### config.mk
export PLATFORM = sky130hd
export DESIGN_NAME = sevseg_mux_driver
export DESIGN_NICKNAME = d
export VERILOG_FILES = /design/src/rtl/sevseg_mux_driver.sv
export SDC_FILE = /design/constraint.sdc
export NUM_CORES = 1
export LEC_CHECK = 0
export CORE_MARGIN = 4
export CORE_UTILIZATION = 33
export DETAILED_ROUTE_END_ITERATION = 10
export DONT_BUFFER_PORTS = 1
export SYNTH_ARGS = -nofsm -noshare
export SYNTH_HDL_FRONTEND = slang
export SYNTH_SLANG_ARGS = --single-unit
### constraint.sdc
create_clock -name clk -period 3.25 [get_ports clk]
set_input_delay 0.65 -clock clk [delete_from_list [all_inputs] [get_ports clk]]
set_output_delay 0.65 -clock clk [all_outputs]
set_load 0.05 [all_outputs]
### src/rtl/sevseg_mux_driver.sv
// Time-multiplexed N-digit hex seven-segment driver with active-low segments and anodes.
// Defining SEVSEG_DP_EN adds a shadowed, active-low decimal-point path (dp_in/dp).
module sevseg_mux_driver #(
  parameter int N_DIGITS    = 8,
  parameter int REFRESH_DIV = 100000
) (
  input  logic                  clk,
  input  logic                  rst_n,
  input  logic                  wr_en,
  input  logic [4*N_DIGITS-1:0] data,
  input  logic                  blank,
`ifdef SEVSEG_DP_EN
  input  logic [N_DIGITS-1:0]   dp_in,
  output logic                  dp,
`endif
  output logic [6:0]            seg,
  output logic [N_DIGITS-1:0]   an,
  output logic                  frame_tick
);

  localparam int CNT_W = (REFRESH_DIV >= 2) ? $clog2(REFRESH_DIV) : 1;
  localparam int IDX_W = (N_DIGITS >= 2) ? $clog2(N_DIGITS) : 1;
  localparam logic [CNT_W-1:0] CNT_LAST = CNT_W'(REFRESH_DIV - 1);
  localparam logic [IDX_W-1:0] IDX_LAST = IDX_W'(N_DIGITS - 1);

  if (N_DIGITS < 1 || N_DIGITS > 16) begin : g_bad_n_digits
    $error("sevseg_mux_driver: N_DIGITS=%0d outside 1..16", N_DIGITS);
  end
  if (REFRESH_DIV < 2) begin : g_bad_refresh_div
    $error("sevseg_mux_driver: REFRESH_DIV=%0d must be >= 2", REFRESH_DIV);
  end

  function automatic logic [6:0] decode(input logic [3:0] v);
    case (v)
      4'h0:    return 7'h01;
      4'h1:    return 7'h4F;
      4'h2:    return 7'h12;
      4'h3:    return 7'h06;
      4'h4:    return 7'h4C;
      4'h5:    return 7'h24;
      4'h6:    return 7'h20;
      4'h7:    return 7'h0F;
      4'h8:    return 7'h00;
      4'h9:    return 7'h04;
      4'hA:    return 7'h08;
      4'hB:    return 7'h60;
      4'hC:    return 7'h31;
      4'hD:    return 7'h42;
      4'hE:    return 7'h30;
      default: return 7'h38;
    endcase
  endfunction

  logic [CNT_W-1:0]      div_cnt_q, div_cnt_d;
  logic [IDX_W-1:0]      digit_idx_q, digit_idx_d;
  logic [4*N_DIGITS-1:0] pend_reg_q, pend_reg_d;
  logic                  pend_valid_q, pend_valid_d;
  logic [4*N_DIGITS-1:0] disp_reg_q, disp_reg_d;
  logic [6:0]            seg_q, seg_d;
  logic [N_DIGITS-1:0]   an_q, an_d;
  logic                  frame_tick_q, frame_tick_d;
  logic                  tc, wrap, dead;
  logic [3:0]            digit_val;
`ifdef SEVSEG_DP_EN
  logic [N_DIGITS-1:0]   pend_dp_q, pend_dp_d;
  logic [N_DIGITS-1:0]   disp_dp_q, disp_dp_d;
  logic                  dp_q, dp_d;
`endif

  always_comb begin
    tc           = (div_cnt_q == CNT_LAST);
    wrap         = tc && (digit_idx_q == IDX_LAST);
    div_cnt_d    = tc ? '0 : div_cnt_q + 1'b1;
    digit_idx_d  = digit_idx_q;
    if (tc) begin
      digit_idx_d = (digit_idx_q == IDX_LAST) ? '0 : digit_idx_q + 1'b1;
    end

    // Shadow transfer happens before the write so a same-cycle write stays pending.
    pend_reg_d   = pend_reg_q;
    pend_valid_d = pend_valid_q;
    disp_reg_d   = disp_reg_q;
`ifdef SEVSEG_DP_EN
    pend_dp_d    = pend_dp_q;
    disp_dp_d    = disp_dp_q;
`endif
    if (wrap && pend_valid_q) begin
      disp_reg_d   = pend_reg_q;
      pend_valid_d = 1'b0;
`ifdef SEVSEG_DP_EN
      disp_dp_d    = pend_dp_q;
`endif
    end
    if (wr_en) begin
      pend_reg_d   = data;
      pend_valid_d = 1'b1;
`ifdef SEVSEG_DP_EN
      pend_dp_d    = dp_in;
`endif
    end

    // First cycle of every slot is dark to avoid ghosting between digits.
    dead         = blank || (div_cnt_q == '0);
    digit_val    = disp_reg_q[{digit_idx_q, 2'b00} +: 4];
    seg_d        = dead ? 7'h7F : decode(digit_val);
    an_d         = dead ? '1 : ~(N_DIGITS'(1) << digit_idx_q);
    frame_tick_d = wrap;
`ifdef SEVSEG_DP_EN
    dp_d         = dead ? 1'b1 : ~disp_dp_q[digit_idx_q];
`endif
  end

  always_ff @(posedge clk or negedge rst_n) begin
    if (!rst_n) begin
      div_cnt_q    <= '0;
      digit_idx_q  <= '0;
      pend_reg_q   <= '0;
      pend_valid_q <= 1'b0;
      disp_reg_q   <= '0;
      seg_q        <= 7'h7F;
      an_q         <= '1;
      frame_tick_q <= 1'b0;
`ifdef SEVSEG_DP_EN
      pend_dp_q    <= '0;
      disp_dp_q    <= '0;
      dp_q         <= 1'b1;
`endif
    end else begin
      div_cnt_q    <= div_cnt_d;
      digit_idx_q  <= digit_idx_d;
      pend_reg_q   <= pend_reg_d;
      pend_valid_q <= pend_valid_d;
      disp_reg_q   <= disp_reg_d;
      seg_q        <= seg_d;
      an_q         <= an_d;
      frame_tick_q <= frame_tick_d;
`ifdef SEVSEG_DP_EN
      pend_dp_q    <= pend_dp_d;
      disp_dp_q    <= disp_dp_d;
      dp_q         <= dp_d;
`endif
    end
  end

  assign seg        = seg_q;
  assign an         = an_q;
  assign frame_tick = frame_tick_q;
`ifdef SEVSEG_DP_EN
  assign dp         = dp_q;
`endif

endmodule

Yosys cells after proc, flatten, opt, wreduce, memory -nomap -nowiden. Memories as Yosys holds them, arrays and structs flattened. Index checks and enable logic that the tools add are counted.

Bits of input ports: 36. Bits in read-only memories: 112. Memories kept: 1. Register bits after elaboration: 101. Output and inout bits: 16.

Add/subtract/negate cells: 2. Mux-type cells: 6. Reductions and logical operators: 5. Shift-type cells: 2. Bitwise logic cells: 1. Equality and inequality tests: 2.

Memories: (name not given) (words 16, bits a word 7, read ports 1, clocked after memory_dff 0, wr ports 0, RTL line 34) `case (v)`.

Operators by type and width (number): variable part select 32 x 6 -> 4 bit (1); adder 17 x 1 -> 17 bit (second input constant) (1); equality test 17 bit (second input constant) (1); zero test 17 bit (1); two-way mux 17 bit (1); two-way mux 8 bit (1); inverter 8 bit (1); left shift 1 x 3 -> 8 bit (first input constant) (1); two-way mux 7 bit (1); adder 3 x 1 -> 3 bit (second input constant) (1); equality test 3 bit (second input constant) (1); two-way mux 3 bit (1); logical AND 1 bit (2); two-way mux 1 bit (2); nonzero test 2 bit (1); logical OR 1 bit (1).

Logic depth before layout (Yosys ltp). Gate-level depths: netlist of run 1.

Depth in word-level cells: 5. Gate-level depth with buffers: 10. Mapped depth without buffers: 9.

Worst setup path before layout of run 1. Ideal clock, no wire load.

Path kind: reg2reg. Start: register digit_idx_q[0]. End: register seg_q[2], in the netlist seg[2]. Data arrival time: 2120 ps. Path buffers: 1. Required time: 3151 ps. Clock period less this slack: 2219 ps. Cell stages (with the launch flop): 9. Library setup time: 99 ps. Setup slack: 1031 ps. Path through: dfrtp_1 buf_6 mux4_1 mux2i_4 inv_2 ha_1 mux2_4 nand2_1 o311ai_1.

Cells in the longest elaborated chain, start to end: 3.

RTL lines: start, declared (RTL line 55) `logic [IDX_W-1:0] digit_idx_q, digit_idx_d;`; start signal, assigned (RTL line 130) `digit_idx_q <= digit_idx_d;`; variable part select 32 x 6 -> 4 bit (RTL line 104) `digit_val = disp_reg_q[{digit_idx_q, 2'b00} +: 4];`; memory (16 x 7 bit); two-way mux 7 bit (RTL line 105) `seg_d = dead ? 7'h7F : decode(digit_val);`; net seg_d[2] (RTL line 59) `logic [6:0] seg_q, seg_d;`; end signal, assigned (RTL line 134) `seg_q <= seg_d;`; end, declared (RTL line 59).

The timed path passes the listed nets, and every way through them passes these cells. A chain may end at the register's enable or synchronous reset.

Worst setup path in the final report of run 1.
Start: register div_cnt_q[0]. End: register disp_reg_q[31].

Cells in the longest elaborated chain, start to end: 3.

RTL lines: start, declared (RTL line 54) `logic [CNT_W-1:0] div_cnt_q, div_cnt_d;`; start signal, assigned (RTL line 129) `div_cnt_q <= div_cnt_d;`; equality test 17 bit (RTL line 71) `tc = (div_cnt_q == CNT_LAST);`; logical AND 1 bit (RTL line 72) `wrap = tc && (digit_idx_q == IDX_LAST);`; logical AND 1 bit (RTL line 87) `if (wrap && pend_valid_q) begin`; end signal, assigned (RTL line 133) `disp_reg_q <= disp_reg_d;`; end, declared (RTL line 58) `logic [4*N_DIGITS-1:0] disp_reg_q, disp_reg_d;`.

No other way between the ends.

==> impl_metrics.py, run 1 <==
metrics = {
    "global_routing": {
        "grt_pass1_wl_um": 14300,
        "antenna_found_initial": 0,
        "grt_max_degree": 87,
        "grt_use_total_pct": 11.4,
        "grt_overflow": 0,
        "grt_pass1_vias": 2672,
    },
    "sta": {
        "slew_violations": 0,
        "hold_violations": 0,
        "max_slew.worst_pin.slew_ns": 0.609,
        "finalSetupTns_ns": 0,
        "fmax_mhz": 399,
        "rsz0062_at_grt": "false",
        "period_share_pct": 77.2,
        "finClkSkew_ns": 0.00448,
        "setup_viol": 0,
        "relSlewSlack_pct": 59.3,
        "layout_min_cycle_time_ns": 2.51,
    },
    "cts": {
        "cts_setup_buffers": 0,
        "cts_made_buffers": 9,
        "cts_max_level": 3,
        "cts-root-buf": "clkbuf_16",
        "cts_tree": "built",
        "clock_path_buffers": 2,
        "clk_latency_ns": 0.34,
        "clkSinkCount": 101,
        "clk_pin_slew_ns": 0.07,
        "cts_hold_buf": 1,
        "ctsResizeCount": 0,
    },
    "placed_design": {
        "dp_cells": 491,
        "hpwl_um": 5830,
        "dpl_cell_area_um2": 4660,
        "finalWeightedCongestion": 0.732,
        "numPortBuffers": 0,
    },
    "synth": {
        "syn_nets": 375,
        "synth_area_um2": 4510,
        "synth_cell_types": 49,
        "synth.mux.area_fraction_pct": 22.2,
        "synth-xor-area-share_pct": 2.91,
        "synth-seq-cells": 101,
        "synthCells": 325,
        "synth-compound-area-share_pct": 3.08,
        "synth-simple-area-share_pct": 8.21,
        "synth_edf_count": 0,
        "synth_top_family_by_area": "multiplexers",
        "synth_warnings": 0,
        "synthFlopType": "dfrtp_1",
        "synthArstFlopShare_pct": 100,
        "avgSynthCellArea_um2": 13.9,
        "seq_area_frac_synth_pct": 56.4,
        "yosys.area_share.adder_pct": 3.88,
    },
    "pwr": {
        "pwr-share-comb_pct": 2.9,
        "power_mw": 2.60,
        "p_int_mw": 2.05,
        "p_clk_share_pct": 45.2,
        "power.switching_mw": 0.548,
        "p_seq_share_pct": 51.9,
        "swShare_pct": 21.1,
        "power.leakage_nw": 2.25,
        "p_per_area_nw_per_um2": 517,
        "vdd_ir_drop_max_mv": 0.326,
    },
    "cells_and_area": {
        "drive_gt1_share_pct": 24.4,
        "stdcell_count": 508,
        "finish.net_count": 377,
        "n_antenna_cell": 0,
        "area_delta_synth_final_pct": 11.3,
        "stdcell_area_um2": 5020,
    },
    "detailed_routing": {
        "num_vias": 2487,
        "dr.pass1.iters": 4,
        "route.top_layer_used": "met4",
        "dr_wl_met3_um": 434,
        "drcViolationCount": 0,
        "vias_per_cell": 4.90,
        "wirelength_um": 8270,
        "drt_iter0_drc": 155,
        "antenna_left": 0,
        "route.met2.wl_um": 3770,
        "wl_met1_um": 3960,
        "wl_per_cell_um": 16.3,
    },
    "floorplan": {
        "dieArea_um2": 15600,
        "core-area_um2": 13300,
        "rows": 42,
        "start_util_pct": 33.9,
        "ioPinCount": 52,
        "die_w_um": 125,
        "chipHeight_um": 125,
    },
    "critical_path": {
        "path_delay_family": "simple AND/OR/NAND/NOR gates",
        "critPathMaxStageDelay_ns": 0.42,
        "cp.required_ns": 3.48,
        "path_buf_inv": 2,
        "critPathMostFrequentCell": "buf_4",
        "setup.worst_path.class": "reg2reg",
        "path_cells": "ha_1, and4_1, nand2_1, nor3_4, buf_4, and3_1, buf_4, mux2_2",
        "slowest_stage": "dfrtp_1",
        "worstSetupStartpointType": "flip-flop",
        "cp.arrival_ns": 2.74,
        "critPathCaptureType": "flip-flop",
        "cp_max_fo": 32,
    },
    "status": {
        "status": "complete, no violations",
    },
    "run": {
        "cap_violations": 0,
    },
    "worst_hold_path": {
        "hp-class": "in2async",
    },
}
## placed cells by master, fill, tap and decap left out, types with 2 or more instances in the layout
cell / n
nand2_1: 17
nor2b_1: 2
mux2i_1: 3
xor2_1: 4
bufinv_16: 2
dfstp_2: 15
inv_6: 2
xnor2_1: 11
ha_1: 14
nand4_1: 5
mux2_2: 36
mux2_1: 31
o21ai_0: 3
nor2_1: 13
o221ai_1: 3
dfrtp_1: 86
mux4_1: 6
nor3_1: 7
buf_4: 5
mux2i_4: 2
and2_1: 3
a211oi_1: 2
and3_1: 3
clkbuf_16: 9
clkinvlp_4: 2
inv_1: 9
nand3_1: 10
a21oi_1: 4
## worst paths after layout
path,slack [ns],to,start,cells after the start
max reg2reg,0.74,disp_reg_q[31],div_cnt_q[0],8
min in group clk,0.41,pend_valid_q,wr_en,1
max in group asynchronous,2.69,disp_reg_q[15],rst_n,1
min,0.15,an[4],rst_n,0
min reg2reg,0.47,pend_valid_q,pend_valid_q,1
max,0.74,disp_reg_q[31],div_cnt_q[0],8
## area by class of cell
| class | instances | area [um2] |
|---|---|---|
| fill | 1272 | 8270 |
| sequential | 101 | 2550 |
| multi-input combinational | 198 | 1820 |
| clock buffer | 10 | 239 |
| tap | 176 | 220 |
| clock inverter | 6 | 92.6 |
| timing repair buffer | 6 | 65.1 |
| inverter | 11 | 41.3 |
## power by group through the flow
stage	clock network, mW	registers, mW	logic (mW)
finish	1.17	1.35	0.0755
global placement	0	1.37	0.0511
detailed placement	0	1.37	0.0532
floorplan	0	1.36	0.0539
global route	1.27	1.35	0.0861
CTS	1.21	1.35	0.0788
## sequential cells by signal, summed over array words and instances (netlist names)
name,cells
an,8
digit_idx_q,3
disp_reg_q,32
div_cnt_q,17
frame_tick,1
pend_reg_q,32
pend_valid_q,1
seg,7
## kinds of logic (layout without fill, tap and decap cells)
kind of cell | after synthesis | after routing
xor gates and xnor gates | 15 | 15
adders and majority gates | 14 | 14
buffers and inverters | 26 | 33
AOI/OAI and AO/OA | 20 | 20
DFF | 101 | 101
and+or+nand+nor | 70 | 70
muxes | 79 | 79
## synthesized netlist by cell type (4+ instances only)
cell	number	share of area [%]
a21oi_1	4	0.44
clkbuf_1	7	0.58
dfrtp_1	86	48
dfstp_2	15	8.7
ha_1	14	3.9
inv_1	9	0.75
mux2_1	31	7.7
mux2_2	36	9.0
mux4_1	6	3.5
nand2_1	17	1.4
nand3_1	10	1.1
nand4_1	5	0.69
nor2_1	13	1.1
nor3_1	7	0.78
xnor2_1	11	2.1
xor2_1	4	0.78
## routing by layer
| layer | track usage [%] | vias up |
|---|---|---|
| met1 | 15.2 | 1263 |
| met4 | 3.44 | 0 |
| met3 | 4.55 | 12 |
| li1 | - | 1156 |
| met2 | 17.4 | 56 |
| met5 | 0 | - |
## metrics by stage
step	utilization (%)	hold WS (ns)	worst slack (ns)
6_report	37.8	0.146	0.742
5_1_grt	37.8	0.124	0.563
4_1_cts	37.8	0.127	0.740
3_5_place_dp	35.1	0.359	0.753
3_3_place_gp	35.1	0.358	0.812
2_1_floorplan	-	0.354	1.03
No activity file was read; power rests on OpenSTA's default activity.
==> run 2, diff against run 1 <==
==> constraint.sdc (replaced) <==
create_clock -name clk -period 2.3 [get_ports clk]
set_input_delay 0.46 -clock clk [delete_from_list [all_inputs] [get_ports clk]]
set_output_delay 0.46 -clock clk [all_outputs]
set_load 0.05 [all_outputs]
==> run 2 against run 1 <==
The run now ends with hold timing left. Sequential cell count unchanged. Sequential share of layout area increased by 0.20 points. Worst hold slack got worse by 0.34 ns. Routed wire length decreased by 1.2%. Final cell count increased by 0.39%. Maximum frequency increased by 14%. Highest routed layer unchanged.
==> impl_metrics.py, run 2 (synthesized netlist as in run 1, its figures left out) <==
metrics = {
    "pwr": {
        "p_per_area_nw_per_um2": 693,
        "vdd_ir_drop_max_mv": 0.523,
        "power.leakage_nw": 2.24,
    },
    "detailed_routing": {
        "drt_iter0_drc": 114,
        "antenna_left": 0,
        "drcViolationCount": 0,
        "vias_per_cell": 4.81,
        "wirelength_um": 8170,
        "dr.pass1.iters": 4,
        "wl_per_cell_um": 16.0,
        "num_vias": 2454,
    },
    "global_routing": {
        "gr-usage-met1_pct": 14.5,
        "grt_overflow": 0,
        "grt_busiest_layer": "met2",
        "grt_pass1_wl_um": 13500,
        "gr-usage-met2_pct": 16.5,
        "grt_max_degree": 102,
        "grt_pass1_vias": 2562,
        "grt_use_total_pct": 11.0,
        "grt.met3_usage_pct": 4.55,
        "antenna_found_initial": 0,
    },
    "floorplan": {
        "core-area_um2": 13300,
        "rows": 42,
        "ioPinCount": 52,
        "dieArea_um2": 15600,
        "die_w_um": 125,
        "chipHeight_um": 125,
        "start_util_pct": 33.9,
    },
    "run": {
        "cap_violations": 0,
    },
    "cells_and_area": {
        "drive_gt1_share_pct": 26.9,
        "stdcell_count": 510,
        "largestRegisters": "disp_reg_q (32), pend_reg_q (32), div_cnt_q (17)",
        "final_cell_mix": "dfrtp_1 (85), mux2_2 (35), mux2_1 (31), nand2_1 (17), dfstp_2 (15)",
        "finish.net_count": 379,
        "area_delta_synth_final_pct": 11.0,
        "n_antenna_cell": 0,
        "layout_commonest_cell": "dfrtp_1",
        "postLayoutCoreUtil_pct": 37.6,
    },
    "cts": {
        "clkSinkCount": 101,
        "cts_made_buffers": 9,
        "cts-root-buf": "clkbuf_16",
        "clock_path_buffers": 2,
        "cts_tree": "built",
        "clk_latency_ns": 0.35,
        "cts_max_level": 3,
        "clk_pin_slew_ns": 0.07,
    },
    "status": {
        "status": "complete, but fails checks",
        "violations": "hold timing",
    },
    "sta": {
        "layout_min_cycle_time_ns": 2.21,
        "finalSetupTns_ns": 0,
        "slew_violations": 0,
        "setup_viol": 0,
        "hold_violations": 101,
        "rsz0062_at_grt": "false",
        "period_share_pct": 96.0,
        "max_slew.worst_pin.slew_ns": 0.582,
        "hold_slack_ns": -0.193,
        "finClkSkew_ns": 0.0148,
        "fmax_mhz": 453,
        "relSlewSlack_pct": 60.9,
    },
    "placed_design": {
        "finalWeightedCongestion": 0.831,
        "numPortBuffers": 0,
        "dp_cells": 493,
        "hpwl_um": 5810,
    },
    "critical_path": {
        "setup.worst_path.class": "reg2reg",
        "critPathCaptureType": "flip-flop",
        "cp_max_fo": 9,
        "cp.arrival_ns": 2.45,
        "cp.required_ns": 2.54,
        "worstSetupStartpointType": "flip-flop",
    },
    "worst_hold_path": {
        "hp-class": "in2async",
    },
}
-- run 2: changes by cell type in the layout (fill, tap and decap cells not counted), sizes merged --
cell	before	now
buf	6	8
bufinv	2	0
inv	12	14
clkbuf	10	11
clkinvlp	2	1
-- run 2: metrics by stage --
| step | total power [mW] | cell area (um2) | setup slack, ns |
|---|---|---|---|
| 2_1_floorplan | 2.00 | 4510 | 0.0805 |
| 3_3_place_gp | 2.01 | 4690 | 0.121 |
| 3_5_place_dp | 2.01 | 4690 | -0.000284 |
| 4_1_cts | 3.52 | 4990 | 0.0546 |
| 5_1_grt | 3.60 | 5000 | 0.00382 |
| 6_report | 3.47 | 5000 | 0.0911 |
-- run 2: path summary, 6_finish.rpt --
kind                            cells past startpoint  slack (ns)            to      startpoint
worst min-delay path                                0       -0.19  div_cnt_q[9]           rst_n
worst max register to register                      5        0.09        seg[1]  digit_idx_q[0]
worst max-delay path                                5        0.09        seg[1]  digit_idx_q[0]
max in group asynchronous                           0        2.30        seg[5]           rst_n
worst min register to register                      1        0.48  pend_valid_q    pend_valid_q
min in group clk                                    1        0.21  pend_valid_q           wr_en
-- run 2: critical path: stages, from the launching register on --
cell and delay, ns:
dfrtp_2 0.46, buf_6 0.18, mux4_1 0.62, mux2i_4 0.26, o21ai_0 0.26, o221ai_1 0.32
-- run 2: area by class of cell --
type                            count  area, um2
Inverter                           11       41.3
Tap cell                          176        220
Clock inverter                      5       47.5
Sequential cell                   101       2550
Timing Repair Buffer                8       76.3
Fill cell                        1279       8290
Clock buffer                       11        253
Multi-Input combinational cell    198       1820
-- run 2: layer usage --
layer  part of all wire (%)  vias to the layer above  routed length [um]
met2                     45                       71                3670
met1                     48                     1214                3900
li1                       -                     1159                   -
met4                    1.5                        0                 121
met3                    5.9                       10                 482
met5                      0                        -                   0
-- run 2: timing repair --
item / CTS / global route
cloned: 0 / 0
pin swaps: 0 / 0
resized for setup: 1 / 8
hold endpoints to repair: 101 / 101
buffers inserted: 0 / 1
endpoints found under the setup margin: 1 / 4
-- run 2: where the power goes --
group	total (mW)	internal (mW)	leakage [nW]	switching, mW
Sequential	1.90	1.84	1.27	0.0580
Combinational	0.0743	0.0553	0.824	0.0190
Clock	1.49	0.816	0.147	0.676
==> run 3, diff against run 2 <==
--- a/config.mk
+++ b/config.mk
@@ -5,7 +5,6 @@
 export SDC_FILE = /design/constraint.sdc
 export NUM_CORES = 1
 export LEC_CHECK = 0
-export CORE_MARGIN = 4
 export CORE_UTILIZATION = 33
 export DETAILED_ROUTE_END_ITERATION = 10
 export DONT_BUFFER_PORTS = 1
==> run 3 against run 2 <==
The flow still finishes with violations (hold timing). Via count increased by 1.9%. Clock power about the same. Worst hold slack got worse by 0.0031 ns. Final cell count increased by 0.20%. Sequential power about the same. Critical path depth unchanged. Count of clock-buffer cells in the layout increased by 1. Combinational power increased by 0.8%. Global-route usage increased by 1.5 points. Clock skew decreased by 0.0057 ns. Final area increased by 0.33%. Largest cell class unchanged. Largest power group unchanged. Highest routed layer unchanged.
==> impl_metrics.py, run 3 (synthesized netlist as in run 1, its figures left out) <==
metrics = {
    "status": {
        "status": "complete, but fails checks",
        "violations": "hold timing",
    },
    "critical_path": {
        "setup.worst_path.class": "reg2reg",
        "slowest_stage": "mux4_1",
        "r2r_slack_ns": 0.09,
        "path_cells": "buf_6, mux4_1, mux2i_4, o21ai_0, o221ai_1",
        "critPathMaxStageDelay_ns": 0.63,
        "cp.arrival_ns": 2.45,
        "cp.required_ns": 2.54,
        "critical_path.endpoint": "seg[0]",
        "worstSetupStartpointType": "flip-flop",
        "cp_max_fo": 9,
        "rr_endpoint": "seg[0]",
        "cp-startpoint": "digit_idx_q[0]",
        "reg2reg_depth": 5,
        "critPathCaptureType": "flip-flop",
        "reg2reg_from": "digit_idx_q[0]",
    },
    "detailed_routing": {
        "route.met2.wl_um": 3760,
        "wl_met1_um": 3800,
        "dr.pass1.iters": 4,
        "num_vias": 2500,
        "dr_wl_met3_um": 394,
        "wl_per_cell_um": 15.9,
        "drt_iter0_drc": 115,
        "wirelength_um": 8110,
        "antenna_left": 0,
        "route.top_layer_used": "met4",
        "drcViolationCount": 0,
        "vias_per_cell": 4.89,
    },
    "cells_and_area": {
        "drive_gt1_share_pct": 27.2,
        "stdcell_area_um2": 5020,
        "n_antenna_cell": 0,
        "largestRegisters": "disp_reg_q (32), pend_reg_q (32), div_cnt_q (17)",
        "multi_input_area_um2": 1830,
        "final_cell_mix": "dfrtp_1 (84), mux2_2 (36), mux2_1 (31), nand2_1 (17), dfstp_2 (15)",
        "layout_commonest_cell": "dfrtp_1",
        "n_fill_cell": 1286,
        "ff_latch_area_um2": 2550,
        "finish.net_count": 380,
        "area_delta_synth_final_pct": 11.3,
    },
    "sta": {
        "relSlewSlack_pct": 60.9,
        "hold_violations": 97,
        "hold_slack_ns": -0.197,
        "fmax_mhz": 452,
        "setup_viol": 0,
        "finClkSkew_ns": 0.00912,
        "layout_min_cycle_time_ns": 2.21,
        "slew_violations": 0,
        "period_share_pct": 96.1,
        "max_slew.worst_pin.slew_ns": 0.585,
    },
    "global_routing": {
        "grt_max_degree": 102,
        "grt_pass1_vias": 2620,
        "grt_pass1_wl_um": 13600,
        "grt_overflow": 0,
        "antenna_found_initial": 0,
        "grt_use_total_pct": 12.5,
    },
    "placed_design": {
        "numPortBuffers": 0,
        "dpl_cell_area_um2": 4690,
        "finalWeightedCongestion": 0.876,
        "hpwl_um": 5590,
    },
    "pwr": {
        "vdd_ir_drop_max_mv": 0.434,
        "power_mw": 3.50,
        "power.leakage_nw": 2.23,
        "p_per_area_nw_per_um2": 696,
    },
    "cts": {
        "cts_max_level": 3,
        "clk_pin_slew_ns": 0.07,
        "cts_made_buffers": 9,
        "clk_latency_ns": 0.35,
        "cts_tree": "built",
        "clock_path_buffers": 2,
        "cts-root-buf": "clkbuf_16",
        "clkSinkCount": 101,
    },
    "floorplan": {
        "ioPinCount": 52,
        "core-area_um2": 13300,
        "die_w_um": 119,
        "rows": 42,
        "start_util_pct": 33.9,
        "chipHeight_um": 119,
        "dieArea_um2": 14100,
    },
    "worst_hold_path": {
        "hp-class": "in2async",
    },
    "run": {
        "cap_violations": 0,
    },
}
-- run 3: how the worst min path moves through the flow --
stage                     cells past startpoint              to   from
after detailed placement                      0   div_cnt_q[14]  rst_n
after global routing                          0  disp_reg_q[18]  rst_n
after global placement                        0   div_cnt_q[14]  rst_n
final                                         0  disp_reg_q[18]  rst_n
after floorplan                               0  digit_idx_q[0]  rst_n
after CTS                                     0    div_cnt_q[5]  rst_n
-- run 3: critical path: cells and delay by family (launching register included) --
family	cells	cell delay, ns
muxes	2	0.90
AOI/OAI and AO/OA	2	0.56
DFF	1	0.46
buffers and inverters	1	0.18
-- run 3: metal layers --
| layer | GRT usage [%] | vias up |
|---|---|---|
| met5 | 0 | - |
| met4 | 5.06 | 0 |
| met3 | 4.41 | 14 |
| met2 | 18.9 | 54 |
| met1 | 16.4 | 1270 |
| li1 | - | 1162 |
-- run 3: where the power goes --
group	switching (mW)	internal (mW)	leakage [nW]	total (mW)
logic	0.0194	0.0555	0.825	0.0749
clock network	0.639	0.879	0.143	1.52
registers	0.0580	1.85	1.27	1.90
total	0.716	2.78	2.23	3.50
-- run 3: area by class of cell --
cell class              instances  share of cell area [%]
multi-input cells             198                    36.4
clock inverters                 4                    1.10
repair buffers                  9                    1.67
inverters                      11                   0.822
flip-flops and latches        101                    50.8
well taps                     176                    4.39
clock buffers                  12                    4.91
-- run 3: per-stage QoR --
stage / hold WS (ns) / worst slack, ns / util, % / instances / TNS [ns]
after floorplan: 0.164 / 0.0805 / - / 325 / 0
after global placement: 0.168 / 0.0644 / 35.3 / 493 / 0
after detailed placement: 0.168 / -0.000967 / 35.3 / 493 / -0.000967
after CTS: -0.215 / 0.0478 / 37.6 / 509 / 0
after global routing: -0.218 / -0.00864 / 37.8 / 511 / -0.00864
final: -0.197 / 0.0900 / 37.8 / 511 / 0
-- run 3: repair_timing --
action                                  4_1_cts  5_1_grt
buffers inserted                              0        2
endpoints found under the hold margin       101      101
resized for setup                             1        9
pin swaps                                     0        1
endpoints found under the setup margin        3       22
